## config.mk

```make
export PLATFORM = sky130hd
export DESIGN_NAME = program_loader
export DESIGN_NICKNAME = d
export VERILOG_FILES = /design/src/rtl/program_loader.sv
export SDC_FILE = /design/constraint.sdc
export NUM_CORES = 1
export LEC_CHECK = 0
export ABC_AREA = 0
export BUFFER_PORTS_ARGS = -buffer_cell sky130_fd_sc_hd__buf_2
export CAP_MARGIN = 20
export CORE_MARGIN = 4
export CORE_UTILIZATION = 30
export CTS_CLUSTER_DIAMETER = 80
export DETAILED_ROUTE_END_ITERATION = 10
export SYNTH_ARGS = -nofsm -noshare
export SYNTH_HDL_FRONTEND = slang
export SYNTH_SLANG_ARGS = --single-unit
export TNS_END_PERCENT = 100
```

## constraint.sdc

```tcl
create_clock -name clk -period 6.5 [get_ports clk]
set_input_delay 0 -clock clk [delete_from_list [all_inputs] [get_ports clk]]
set_output_delay 0 -clock clk [all_outputs]
set_load 0.05 [all_outputs]
```

## src/rtl/program_loader.sv

```systemverilog
// program_loader: boot-time image loader. Receives a framed byte stream
// (sync, 16-bit word count, little-endian payload, 8-bit additive checksum).
// It writes the assembled 32-bit words into program memory. The core is
// held in reset until a verified image is resident.
//
// state     | meaning
// ----------+-----------------------------------------------------------
// WAIT_SYNC | idle after reset, dropping bytes until 0xA5
// LEN_LO    | expecting low byte of word count
// LEN_HI    | expecting high byte of word count, bounds-checked here
// DATA      | assembling payload words and issuing memory writes
// CHECK     | expecting checksum byte
// DONE      | image verified, core released; 0xA5 restarts a load
// ERROR     | frame rejected, core held; 0xA5 restarts a load
module program_loader #(
  parameter int PROGRAM_MEMORY_DEPTH = 64,
  parameter int TIMEOUT_CYCLES       = 100000
) (
  input  logic        clk,
  input  logic        reset,
  input  logic [7:0]  byte_data_i,
  input  logic        byte_valid_i,
  output logic        byte_ready_o,
  output logic        mem_we_o,
  output logic [31:0] mem_addr_o,
  output logic [31:0] mem_wdata_o,
  output logic        core_reset_o,
  output logic        done_o,
  output logic        error_o,
  output logic [15:0] words_loaded_o
);

  localparam logic [2:0] S_WAIT_SYNC = 3'd0;
  localparam logic [2:0] S_LEN_LO    = 3'd1;
  localparam logic [2:0] S_LEN_HI    = 3'd2;
  localparam logic [2:0] S_DATA      = 3'd3;
  localparam logic [2:0] S_CHECK     = 3'd4;
  localparam logic [2:0] S_DONE      = 3'd5;
  localparam logic [2:0] S_ERROR     = 3'd6;

  localparam logic [7:0] SYNC_BYTE = 8'hA5;
  localparam int         TW        = $clog2(TIMEOUT_CYCLES + 1);

  logic [2:0]    state;
  logic [7:0]    len_lo;
  logic [15:0]   len;
  logic [15:0]   index;
  logic [1:0]    lane;
  logic [23:0]   partial;
  logic [7:0]    chk;
  logic [TW-1:0] idle_cnt;

  logic          accept;
  logic          timer_active;
  logic          timed_out;
  logic [15:0]   len_in;

  assign accept       = byte_valid_i && byte_ready_o;
  assign timer_active = (state == S_LEN_LO) || (state == S_LEN_HI) ||
                        (state == S_DATA)   || (state == S_CHECK);
  // Down-counter reaches zero after TIMEOUT_CYCLES idle edges; the next
  // idle edge is the one that aborts.
  assign timed_out    = timer_active && !accept && (idle_cnt == '0);
  assign len_in       = {byte_data_i, len_lo};

  // Loader state machine, word assembly, write port and status outputs.
  always_ff @(posedge clk) begin
    if (reset) begin
      state          <= S_WAIT_SYNC;
      len_lo         <= '0;
      len            <= '0;
      index          <= '0;
      lane           <= '0;
      partial        <= '0;
      chk            <= '0;
      idle_cnt       <= TW'(TIMEOUT_CYCLES);
      byte_ready_o   <= 1'b0;
      mem_we_o       <= 1'b0;
      mem_addr_o     <= '0;
      mem_wdata_o    <= '0;
      core_reset_o   <= 1'b1;
      done_o         <= 1'b0;
      error_o        <= 1'b0;
      words_loaded_o <= '0;
    end else begin
      byte_ready_o <= 1'b1;
      mem_we_o     <= 1'b0;

      if (accept)
        idle_cnt <= TW'(TIMEOUT_CYCLES);
      else if (timer_active && idle_cnt != '0)
        idle_cnt <= idle_cnt - TW'(1);

      if (timed_out) begin
        state   <= S_ERROR;
        error_o <= 1'b1;
      end else if (accept) begin
        case (state)
          S_WAIT_SYNC: begin
            if (byte_data_i == SYNC_BYTE) state <= S_LEN_LO;
          end
          S_LEN_LO: begin
            len_lo <= byte_data_i;
            state  <= S_LEN_HI;
          end
          S_LEN_HI: begin
            if (len_in == 16'd0 || len_in > 16'(PROGRAM_MEMORY_DEPTH)) begin
              state   <= S_ERROR;
              error_o <= 1'b1;
            end else begin
              len            <= len_in;
              index          <= '0;
              lane           <= '0;
              chk            <= '0;
              words_loaded_o <= '0;
              state          <= S_DATA;
            end
          end
          S_DATA: begin
            chk <= chk + byte_data_i;
            if (lane == 2'd3) begin
              mem_we_o       <= 1'b1;
              mem_addr_o     <= {14'd0, index, 2'b00};
              mem_wdata_o    <= {byte_data_i, partial};
              index          <= index + 16'd1;
              words_loaded_o <= words_loaded_o + 16'd1;
              lane           <= 2'd0;
              if (index == len - 16'd1) state <= S_CHECK;
            end else begin
              // Shift right so lane 0 ends up in bits [7:0].
              partial <= {byte_data_i, partial[23:8]};
              lane    <= lane + 2'd1;
            end
          end
          S_CHECK: begin
            if (byte_data_i == chk) begin
              state        <= S_DONE;
              done_o       <= 1'b1;
              core_reset_o <= 1'b0;
            end else begin
              state   <= S_ERROR;
              error_o <= 1'b1;
            end
          end
          S_DONE, S_ERROR: begin
            if (byte_data_i == SYNC_BYTE) begin
              state        <= S_LEN_LO;
              core_reset_o <= 1'b1;
              done_o       <= 1'b0;
              error_o      <= 1'b0;
            end
          end
          default: state <= S_WAIT_SYNC;
        endcase
      end
    end
  end

endmodule

```

==> results.cfg <==
[clocking]
clk_path_buf_depth = 2
htreeDepth = 4
clock-sinks = 163
cts-resized-gates = 0
clockRootBuffer = clkbuf_16
cts.reportedPaths.clkPinSlew_ns = 0.07
cts_tree = done
clk_latency_ns = 0.42
cts_inserted_buffers = 17

[route]
vias_per_cell = 4.84
wirelength_um = 18100
drtIter0Drc = 351
routed-via-count = 6271
ant_nets = 0
first_pass_iters = 5
post-route-drc-count = 0
wl_per_cell_um = 14.0

[sta]
slew_headroom_pct = 26.8
hold_viol = 0
worstMarginPinSlew_ns = 1.09
fin_ws_ns = 3.66
rsz0062_at_grt = false
drv_slew = 0
period_share_pct = 43.6
period_needed_ns = 2.84
fin_tns_setup_ns = 0
skew_ns = 0.0100
fmax_mhz = 353
setup-violations-final = 0

[grt]
grt_max_degree = 92
grt_antenna_before_repair = 0
track_usage_pct = 13.0
grt-ovfl-total = 0
grt_pass1_wl_um = 30300
grt_pass1_vias = 5818

[synthesis]
synth_warnings = 0
synthDistinctLibCells = 68
syn_inst = 902
synthTopCellsByArea = dfxtp_1 44%, nand2_1 8.8%, a21oi_1 6.6%
ys_seq_area_share_pct = 43.8
synth_edf_count = 0
syn_area_sq_um = 7450
yosysTopAreaCell = dfxtp_1
yosysTopAreaCellShare_pct = 43.8
synth.avg_cell_area_sq_um = 8.26
synth_flop_cell = dfxtp_1
synth_common_cells = 175 x nand2_1, 163 x dfxtp_1, 98 x a21oi_1
synth_seq_cells = 163
post-synth-top-count-cell = nand2_1
ys_async_sr_fraction_pct = 0

[pwr]
ir_drop_v = 0.000153
pwr-share-clk_pct = 48.1
pwr_density_cell_nw_per_um2 = 236
p_sw_w = 0.000491
seqPwrFrac_pct = 48.7
p_leak_nw = 3.32
power_w = 0.00205
combPwrFrac_pct = 3.3
p_int_w = 0.00156
power_switching_share_pct = 23.9

[die]
rows = 57
core-area_sq_um = 24400
die_width_um = 166
initial_core_util_pct = 30.6
boundaryPins = 96
dieArea_sq_um = 27400
die_h_um = 166

[placement]
dp_slack_ns = 3.66
globalplace.congestion = 0.806
portBuffers = 79
hpwlAfterDp_um = 12200

[cells_and_area]
syn_to_final_growth_pct = 16.7
final-seq-area_sq_um = 3260
fill_cells = 2494
diodes = 0
drive_above_1_share_pct = 13.8
multiInputGateArea_sq_um = 3870
fin_util_pct = 35.7
nets = 983

[hold_path]
hp-class = input port to register

[flow_run]
drv_cap = 0

[setup_path]
critPathCapture = index[15]
start_kind = register
ff2ff_path_depth = 6
crit_fanout = 67
reg2reg_slack_ns = 3.66
crit_required_ns = 6.85
worstReg2RegStart = state[0]
criticalPathCategory = register to register
r2r_end = index[15]
critPathCaptureType = register
crit_start = state[0]
cp.arrival_ns = 3.18

[status]
status = completed
## metal layers
layer	GRT usage [%]	up-vias	part of all wire (%)
li1	-	3187	-
met1	18.3	2949	49
met2	20.1	116	46
met3	2.67	19	3.5
met4	4.34	0	1.6
met5	0	-	0
## repair_timing
item	4_1_cts	5_1_grt
hold buffers	9	0
setup endpoints to repair	0	0
buffers inserted	0	0
hold endpoints to repair	37	0
## final cells by class
| type | count | area share, % |
|---|---|---|
| Clock buffer | 19 | 5.09 |
| Timing Repair Buffer | 92 | 5.96 |
| Tap cell | 324 | 4.66 |
| Inverter | 18 | 0.777 |
| Clock inverter | 13 | 1.55 |
| Multi-Input combinational cell | 667 | 44.4 |
| Sequential cell | 163 | 37.5 |
## critical path: stages (launching register included)
cell and delay, ns:
dfxtp_1 0.71, nand3b_1 0.24, nor3_2 0.14, buf_4 0.57, o2111ai_2 0.40, or4_1 0.50
a21oi_1 0.14
## cells by family (layout without fill, tap and decap cells)
| kind of cell | count (synthesis) | count (layout) | synth area share, % |
|---|---|---|---|
| AOI/OAI and AO/OA | 179 | 179 | 14.9 |
| xor gates and xnor gates | 60 | 60 | 7.05 |
| adders and majority gates | 13 | 13 | 2.28 |
| buffers and inverters | 87 | 142 | 5.39 |
| DFF | 163 | 163 | 43.8 |
| muxes | 18 | 18 | 2.45 |
| other | 1 | 16 | 0.0503 |
| and+or+nand+nor | 381 | 381 | 24.1 |
## how the worst min path moves through the flow
stage                   start         endpoint  depth (start not counted)
2_1_floorplan  byte_data_i[0]      partial[16]                          2
3_3_place_gp   byte_data_i[2]  mem_wdata_o[26]                          3
3_5_place_dp            reset   mem_addr_o[10]                          2
4_1_cts          byte_valid_i           chk[6]                          4
5_1_grt          byte_valid_i           chk[6]                          4
6_report         byte_valid_i      idle_cnt[5]                          4
## power by group through the flow
| stage | Combinational, W | Sequential [W] | Clock [W] |
|---|---|---|---|
| after global routing | 0.0000722 | 0.000998 | 0.00105 |
| after floorplan | 0.0000525 | 0.00102 | 0 |
| after global placement | 0.0000629 | 0.00102 | 0 |
| after CTS | 0.0000674 | 0.000999 | 0.00101 |
| final | 0.0000669 | 0.000999 | 0.000987 |
| after detailed placement | 0.0000629 | 0.00102 | 0 |
## flip-flops by register name (all words and copies together) (netlist names)
name / count
mem_we_o: 1
len_lo: 8
error_o: 1
done_o: 1
byte_ready_o: 1
core_reset_o: 1
words_loaded_o: 16
idle_cnt: 17
mem_addr_o: 16
lane: 2
mem_wdata_o: 32
state: 3
len: 16
index: 16
partial: 24
chk: 8
## placed cells by master, fill, tap and decap left out, drive strengths merged, types with 9 or more instances in the layout
cell type	n
o2111ai	9
ha	12
nand3	11
nor3	15
a21oi	98
dlygate4sd3	9
inv	25
xnor2	15
mux2i	16
dfxtp	163
conb	16
nor2	89
o21ai	16
clkbuf	19
nand2	175
buf	83
nor4	11
and2	13
nand4	9
o211ai	13
xor2	45
## metrics by stage
stage                     std cells  cell area, sq um  hold WS [ns]
after floorplan                 917              7510         0.136
after global placement         1255              8030         0.334
after detailed placement       1255              8030         0.337
after CTS                      1296              8700         0.275
after global routing           1296              8700         0.330
final                          1296              8700         0.305
No activity file was read; power rests on OpenSTA's default activity.
